`src/rtl/pwm_pkg.sv`:
```
// Shared constants and FSM state type for the PWM capture block.
package pwm_pkg;

    localparam int unsigned PWM_W           = 9;
    localparam int unsigned PWM_PERIOD      = 512;
    localparam int unsigned TIMEOUT_DEFAULT = 1024;
    localparam int unsigned CNT_W           = 11;
    localparam int unsigned HI_W            = 10;

    typedef enum logic [1:0] {
        StArm,
        StWaitRise,
        StHigh,
        StLow
    } state_e;

endpackage

```
`src/rtl/pwm_sync_edge.sv`:
```
// Two-flop synchronizer for the asynchronous PWM line plus rise/fall detection
// against a third delay flop.
module pwm_sync_edge (
    input  logic clk,
    input  logic rst,
    input  logic pwm_in,
    output logic pwm_s,
    output logic rise,
    output logic fall
);

    logic meta_q, sync_q, dly_q;

    always_ff @(posedge clk) begin
        if (rst) begin
            meta_q <= 1'b0;
            sync_q <= 1'b0;
            dly_q  <= 1'b0;
        end else begin
            meta_q <= pwm_in;
            sync_q <= meta_q;
            dly_q  <= sync_q;
        end
    end

    assign pwm_s = sync_q;
    assign rise  = sync_q & ~dly_q;
    assign fall  = ~sync_q & dly_q;

endmodule

```
`src/rtl/pwm_capture.sv`:
```
// Measures high time and rise-to-rise period of a PWM line, with stuck-line timeouts.
// Optional period check against the nominal frame: define PWM_CAPTURE_PERIOD_CHECK_EN.
module pwm_capture
    import pwm_pkg::*;
#(
    parameter int unsigned TIMEOUT = TIMEOUT_DEFAULT
) (
    input  logic             clk,
    input  logic             rst,
    input  logic             pwm_in,
    output logic [PWM_W-1:0] value,
    output logic [CNT_W-1:0] period,
    output logic             valid,
    output logic             stuck_low,
    output logic             stuck_high,
    output logic             period_err
);

    localparam logic [CNT_W-1:0] TimeoutCnt = CNT_W'(TIMEOUT);
    localparam logic [CNT_W-1:0] SyncFill   = CNT_W'(2);
    localparam logic [PWM_W-1:0] ValueMax   = '1;

    logic pwm_s, rise, fall;

    pwm_sync_edge u_sync_edge (
        .clk    (clk),
        .rst    (rst),
        .pwm_in (pwm_in),
        .pwm_s  (pwm_s),
        .rise   (rise),
        .fall   (fall)
    );

    state_e           state_q, state_d;
    logic [CNT_W-1:0] cnt_q, cnt_d, cnt_inc;
    logic [HI_W-1:0]  hi_q, hi_d, hi_inc;
    logic [PWM_W-1:0] value_q, value_d;
    logic [CNT_W-1:0] period_q, period_d;
    logic             valid_q, valid_d;
    logic             stuck_low_q, stuck_low_d;
    logic             stuck_high_q, stuck_high_d;
    logic             perr_q, perr_d;
    logic             timeout, primed, per_bad;
    logic             pub_edge, pub_low, pub_high;

    assign cnt_inc = (cnt_q == '1) ? cnt_q : cnt_q + CNT_W'(1);
    assign hi_inc  = (hi_q == '1) ? hi_q : hi_q + HI_W'(1);
    // >= so a fall landing on the timeout cycle still times out one cycle later in LOW
    assign timeout = (cnt_inc >= TimeoutCnt);
    // Synchronizer holds reset zeros for two cycles; don't trust pwm_s=0 before then
    assign primed  = (cnt_q >= SyncFill);

`ifdef PWM_CAPTURE_PERIOD_CHECK_EN
    localparam logic [CNT_W-1:0] PeriodNom = CNT_W'(PWM_PERIOD);
    assign per_bad = (cnt_q != PeriodNom);
`else
    assign per_bad = 1'b0;
`endif

    always_ff @(posedge clk) begin
        if (rst) begin
            state_q <= StArm;
        end else begin
            state_q <= state_d;
        end
    end

    always_comb begin
        state_d = state_q;
        unique case (state_q)
            StArm:      if (!timeout && !pwm_s && primed) state_d = StWaitRise;
            StWaitRise: if (rise) state_d = StHigh;
            StHigh: begin
                if (fall)         state_d = StLow;
                else if (timeout) state_d = StArm;
            end
            StLow: begin
                if (rise)         state_d = StHigh;
                else if (timeout) state_d = StWaitRise;
            end
            default: state_d = StArm;
        endcase
    end

    always_comb begin
        cnt_d        = cnt_inc;
        hi_d         = hi_q;
        value_d      = value_q;
        period_d     = period_q;
        stuck_low_d  = stuck_low_q;
        stuck_high_d = stuck_high_q;
        perr_d       = perr_q;
        valid_d      = 1'b0;
        pub_edge     = 1'b0;
        pub_low      = 1'b0;
        pub_high     = 1'b0;
        unique case (state_q)
            StArm: pub_high = timeout;
            StWaitRise: begin
                if (rise) begin
                    hi_d  = HI_W'(1);
                    cnt_d = CNT_W'(1);
                end else begin
                    pub_low = timeout;
                end
            end
            StHigh: begin
                if (!fall) begin
                    if (timeout) pub_high = 1'b1;
                    else         hi_d     = hi_inc;
                end
            end
            StLow: begin
                if (rise) pub_edge = 1'b1;
                else      pub_low  = timeout;
            end
            default: ;
        endcase

        if (pub_edge) begin
            value_d      = (hi_q > HI_W'(ValueMax)) ? ValueMax : hi_q[PWM_W-1:0];
            period_d     = cnt_q;
            stuck_low_d  = 1'b0;
            stuck_high_d = 1'b0;
            perr_d       = per_bad;
            valid_d      = 1'b1;
            hi_d         = HI_W'(1);
            cnt_d        = CNT_W'(1);
        end else if (pub_low || pub_high) begin
            value_d      = pub_high ? ValueMax : '0;
            stuck_low_d  = pub_low;
            stuck_high_d = pub_high;
            perr_d       = 1'b0;
            valid_d      = 1'b1;
            cnt_d        = '0;
        end
    end

    always_ff @(posedge clk) begin
        if (rst) begin
            cnt_q        <= '0;
            hi_q         <= '0;
            value_q      <= '0;
            period_q     <= '0;
            valid_q      <= 1'b0;
            stuck_low_q  <= 1'b0;
            stuck_high_q <= 1'b0;
            perr_q       <= 1'b0;
        end else begin
            cnt_q        <= cnt_d;
            hi_q         <= hi_d;
            value_q      <= value_d;
            period_q     <= period_d;
            valid_q      <= valid_d;
            stuck_low_q  <= stuck_low_d;
            stuck_high_q <= stuck_high_d;
            perr_q       <= perr_d;
        end
    end

    assign value      = value_q;
    assign period     = period_q;
    assign valid      = valid_q;
    assign stuck_low  = stuck_low_q;
    assign stuck_high = stuck_high_q;
    assign period_err = perr_q;

endmodule

```
`config.mk`:
```
export PLATFORM = sky130hd
export DESIGN_NAME = pwm_capture
export DESIGN_NICKNAME = d
export VERILOG_FILES = /design/src/rtl/pwm_pkg.sv /design/src/rtl/pwm_sync_edge.sv /design/src/rtl/pwm_capture.sv
export SDC_FILE = /design/constraint.sdc
export NUM_CORES = 1
export LEC_CHECK = 0
export ABC_AREA = 1
export CORE_ASPECT_RATIO = 0.7
export CORE_MARGIN = 5
export CORE_UTILIZATION = 45
export CTS_CLUSTER_SIZE = 16
export DETAILED_ROUTE_END_ITERATION = 8
export PLACE_DENSITY_LB_ADDON = 0.05
export SKIP_CTS_REPAIR_TIMING = 1
export SLEW_MARGIN = 30
export SYNTH_ARGS = -nofsm -noshare
export SYNTH_HDL_FRONTEND = slang
export SYNTH_SLANG_ARGS = --single-unit
```
`constraint.sdc`:
```
create_clock -name clk -period 2.3 [get_ports clk]
set_clock_uncertainty 0.1 [all_clocks]
set_input_delay 0.23 -clock clk [delete_from_list [all_inputs] [get_ports clk]]
set_output_delay 0.23 -clock clk [all_outputs]
set_load 0.05 [all_outputs]
```
==> flow_summary.yaml, run 1 <==
critical_path:
  worstPathRequired_ns: 2.39
  crit_fanout: 11
  critPathKind: "flop to flop"
  cp.arrival_ns: 1.94
  worst_setup_path_start_kind: "flop"
  end_kind: "flop"
  crit_start: "cnt_q[0]$_SDFF_PP0_"
  crit-reg2reg-launch: "cnt_q[0]$_SDFF_PP0_"
final_layout:
  n_antenna_cell: 0
  nets: 368
  multi_input_area_um2: 1310
  utilization_pct: 55.4
  regArea_um2: 981
  drive_above_1_share_pct: 15.7
  fillerInstances: 527
  syn_to_final_growth_pct: 17.5
global_route:
  grt_pass1_wl_um: 9540
  grt_use_total_pct: 16.3
  grt_max_degree: 23
  first_global_vias: 1915
  antenna_found_initial: 0
  grt_overflow: 0
floorplan:
  dieArea_um2: 7180
  start_util_pct: 47.2
  die_h_um: 72.4
  fp.coreArea_um2: 5310
  io_pins: 27
  rows: 22
  dieWidth_um: 99.2
yosys:
  yosys-top-cells-count: "nand2_1, dfxtp_1, nor2_1, a21oi_1, inv_1"
  synth_cell_type_count: 36
  netlist_area_um2: 2500
  syn_avg_cell_area_um2: 7.43
  synth_cells: 337
  yosysTopAreaCell: "dfxtp_1"
  async_flop_share_pct: 0
  synth_edf_count: 0
  synth_top_area_share_pct: 39.2
  synth_seq_cells: 49
  synth_area_leaders: "dfxtp_1, nand2_1, nor2_1"
  yosysWarnings: 0
  yosysMostFrequentCell: "nand2_1"
  seq_area_frac_synth_pct: 39.2
  syn_nets: 343
  synth_flop_cell: "dfxtp_1"
place:
  globalplace.congestion: 0.884
  hpwl_um: 4170
  port_buffers: 25
power:
  clkPwrFrac_pct: 40.2
  total_power_mw: 1.78
  power_density_nw_per_um2: 603
  switching_share_pct: 23.9
  sequentialPowerShare_pct: 49.8
  vdd_ir_drop_max_mv: 0.402
  internal-power_mw: 1.35
  power_leakage_nw: 1.04
  p_comb_share_pct: 10.0
  p_sw_mw: 0.424
clock_network:
  clk_latency_ns: 0.30
  ctsLongestPathBuffers: 2
  path_clk_slew_ns: 0.10
  cts_made_buffers: 5
  ctsRootBufferMaster: "clkbuf_8"
  htreeDepth: 2
  tritoncts: "yes"
  cts_sinks: 49
detailed_routing:
  viasPerCell: 4.95
  dr.pass1.iters: 4
  ant_nets: 0
  routedWlPerCell_um: 12.8
  vias: 2152
  drt_iter0_markers: 225
  drc: 0
  wirelength_um: 5570
sta:
  slew_violations: 0
  finalSetupTns_ns: 0
  tightest_slew_ns: 0.508
  fin_crit_sh_pct: 80.2
  relSlewSlack_pct: 66.0
  holdWs_ns: 0.305
  post-route-min-period_ns: 1.84
  setup_viol: 0
  hold_viol: 0
  max_freq_ghz: 0.542
  rsz0062_at_grt: "no"
min_path:
  min_from: "u_sync_edge.meta_q$_SDFF_PP0_"
  worstHoldPathType: "flop to flop"
run:
  drv_cap: 0
status:
  status: "finished clean"
## path summary, 6_finish.rpt
check	endpoint	slack (ns)	cells past startpoint
setup / recovery	hi_q[2]$_SDFFE_PP0P_	0.46	10
hold / removal	u_sync_edge.pwm_s$_SDFF_PP0_	0.31	2
setup reg to reg	hi_q[2]$_SDFFE_PP0P_	0.46	10
hold reg to reg	u_sync_edge.pwm_s$_SDFF_PP0_	0.31	2
## logic make-up after synthesis
logic type / count (synthesis) / share of synthesized area (%)
other cells: 1 / 0.150
fa+ha+maj: 3 / 1.50
xor+xnor: 10 / 3.50
compound gates: 65 / 15.4
simple gates: 158 / 31.8
buf+inv: 51 / 8.54
flops: 49 / 39.2
## state kept, by name, summed over array words and instances (netlist names)
signal / cells
stuck_high: 1
u_sync_edge.meta_q: 1
value: 9
stuck_low: 1
cnt_q: 11
hi_q: 10
valid: 1
period: 11
u_sync_edge.dly_q: 1
state_q: 2
u_sync_edge.pwm_s: 1
## final cells by class
type | instances | area share, %
multi-input cells | 237 | 44.5
flip-flops and latches | 49 | 33.3
repair buffers | 27 | 9.01
inverters | 42 | 5.57
well taps | 72 | 3.06
clock buffers | 5 | 2.34
clock inverters | 3 | 2.21
## metal layers
layer	global-route usage, %	part of all wire (%)	wire [µm]
met1	27.8	58	3260
met2	19.3	33	1830
met3	4.42	8.2	458
met4	2.73	0.40	22
met5	0	0	0
## power by group through the flow
stage               Combinational, mW  Clock, mW  Sequential, mW
floorplan                       0.144          0           0.900
global placement                0.174          0           0.905
detailed placement              0.172          0           0.905
CTS                             0.175      0.732           0.885
global route                    0.197      0.771           0.889
finish                          0.177      0.715           0.885
## stage by stage
stage,setup slack (ns),instance area [µm²],cells
floorplan,0.710,2500,337
global placement,0.525,2810,427
detailed placement,0.482,2810,427
CTS,0.464,2940,435
global route,0.177,2940,435
finish,0.455,2940,435
## critical path, cell delays in order (launching register included)
cell     delay (ns)
dfxtp_1        0.41
ha_1           0.25
inv_1          0.06
nor2_1         0.13
nand3_2        0.12
nand2_4        0.12
inv_2          0.06
nand3_4        0.16
nand2_4        0.12
a21oi_1        0.15
nor2_1         0.05
## layout by cell type, fill, tap and decap left out, drive strengths merged
cell type	count
nand4	1
conb	1
inv	41
clkbuf	5
nor4	1
dfxtp	49
o21ai	16
clkinv	2
nand2	62
nor2	57
bufinv	2
xor2	7
xnor2	3
a21oi	44
a31oi	2
clkdlybuf4s50	25
nor3	9
a211oi	1
ha	3
or2	1
buf	2
o21bai	2
nand3	27
No activity file was read; power rests on OpenSTA's default activity.
==> run 2: changes to the inputs <==
==> constraint.sdc (replaced) <==
create_clock -name clk -period 1.6 [get_ports clk]
set_clock_uncertainty 0.1 [all_clocks]
set_input_delay 0.16 -clock clk [delete_from_list [all_inputs] [get_ports clk]]
set_output_delay 0.16 -clock clk [all_outputs]
set_load 0.05 [all_outputs]
==> flow_summary.yaml, run 2 (synthesis results as in run 1) <==
status:
  status: "finished clean"
global_route:
  first_global_vias: 2028
  grt_overflow: 0
  antenna_found_initial: 0
  grt_use_total_pct: 17.3
  grt_max_degree: 23
  grt_pass1_wl_um: 10000
final_layout:
  design_area_um2: 3250
  nets: 400
  syn_to_final_growth_pct: 29.6
  utilization_pct: 61.1
  final_common_cell: "buf_4"
  drive_above_1_share_pct: 34.2
  n_antenna_cell: 0
  layout_common_cells: "buf_4, nand2_1, nor2_1"
  fillerInstances: 484
detailed_routing:
  drt_iter0_markers: 183
  routedWlPerCell_um: 13.1
  ant_nets: 0
  drc: 0
  vias: 2241
  dr.pass1.iters: 4
  viasPerCell: 4.80
  wirelength_um: 6140
sta:
  finalSetupTns_ns: 0
  holdWs_ns: 0.263
  post-route-min-period_ns: 1.54
  slew_violations: 0
  fin_crit_sh_pct: 96.0
  rsz0062_at_grt: "yes"
  hold_viol: 0
  max_freq_ghz: 0.651
  setup_viol: 0
critical_path:
  end_kind: "flop"
  worst_setup_path_start_kind: "flop"
  cpLargestDelayFamily: "simple AND/OR/NAND/NOR gates"
  cp.arrival_ns: 1.64
  path_cells: "ha_4, buf_4, nand2_1, nor2_4, nand3_1, nand2_1, xor2_2, nor2_1"
  crit_fanout: 4
  worstPathRequired_ns: 1.70
  critPathKind: "flop to flop"
  cpMaxStageDelayCell: "dfxtp_2"
  crit_top_cell: "nand2_1"
  cpPeakStageDelay_ns: 0.36
  critPathBufInv: 1
  timing.reg2reg.setup_slack_ns: 0.06
clock_network:
  cts_sinks: 49
  ctsLongestPathBuffers: 2
  clk_latency_ns: 0.30
  path_clk_slew_ns: 0.09
  ctsRootBufferMaster: "clkbuf_8"
  htreeDepth: 2
  cts_made_buffers: 5
  tritoncts: "yes"
floorplan:
  fp.coreArea_um2: 5310
  dieArea_um2: 7180
  die_h_um: 72.4
  start_util_pct: 47.2
  dieWidth_um: 99.2
  io_pins: 27
  rows: 22
place:
  place_area_um2: 3000
  hpwl_um: 4580
  globalplace.congestion: 0.884
  port_buffers: 25
power:
  power_density_nw_per_um2: 717
  power_leakage_nw: 1.25
  vdd_ir_drop_max_mv: 0.471
min_path:
  worstHoldPathType: "primary input to flop"
run:
  drv_cap: 0
run 2: cell types whose count changed in the layout (fill, tap and decap cells not counted), sizes merged:
cell           before  now
bufinv              2    0
clkdlybuf4s50      25    2
clkinvlp            0    1
inv                41   42
buf                 2   57
run 2: area by class of cell:
type	instances	area [µm²]	share of cell area, %
clock buffers	5	68.8	2.12
clock inverters	3	21.3	0.655
inverters	42	170	5.24
multi-input cells	237	1430	44.0
flip-flops and latches	49	990	30.5
well taps	72	90.1	2.77
repair buffers	59	477	14.7
run 2: layer usage:
layer  GRT usage (%)  share of wire [%]  up-vias  wire length [µm]
met2            19.5                 35       72              2170
met4            3.79               0.39        0                24
met1            30.3                 57      972              3490
met3            4.23                7.5        2               459
met5               0                  0        -                 0
li1                -                  -     1195                 -
run 2: final timing paths:
path | start | end | cells past startpoint
setup / recovery | cnt_q[0]$_SDFF_PP0_ | cnt_q[3]$_SDFF_PP0_ | 8
hold / removal | pwm_in | u_sync_edge.meta_q$_SDFF_PP0_ | 3
setup reg to reg | cnt_q[0]$_SDFF_PP0_ | cnt_q[3]$_SDFF_PP0_ | 8
hold reg to reg | u_sync_edge.meta_q$_SDFF_PP0_ | u_sync_edge.pwm_s$_SDFF_PP0_ | 2
run 2: tightest hold or removal path: cells and delay by family:
| family | cells | cell delay [ns] |
|---|---|---|
| AND/OR/NAND/NOR | 1 | 0.03 |
| buffers and inverters | 2 | 0.44 |
run 2: power breakdown:
part / internal (mW) / switching, mW
clock network: 0.311 / 0.434
registers: 1.24 / 0.0281
logic: 0.115 / 0.193
run 2: per-stage QoR:
stage | setup slack (ns) | power [mW] | std cells
3_5_place_dp | 0.0367 | 1.58 | 456
5_1_grt | -0.0433 | 2.45 | 467
4_1_cts | 0.0174 | 2.32 | 464
3_3_place_gp | 0.0435 | 1.59 | 456
6_report | 0.0635 | 2.33 | 467
2_1_floorplan | 0.00951 | 1.50 | 337
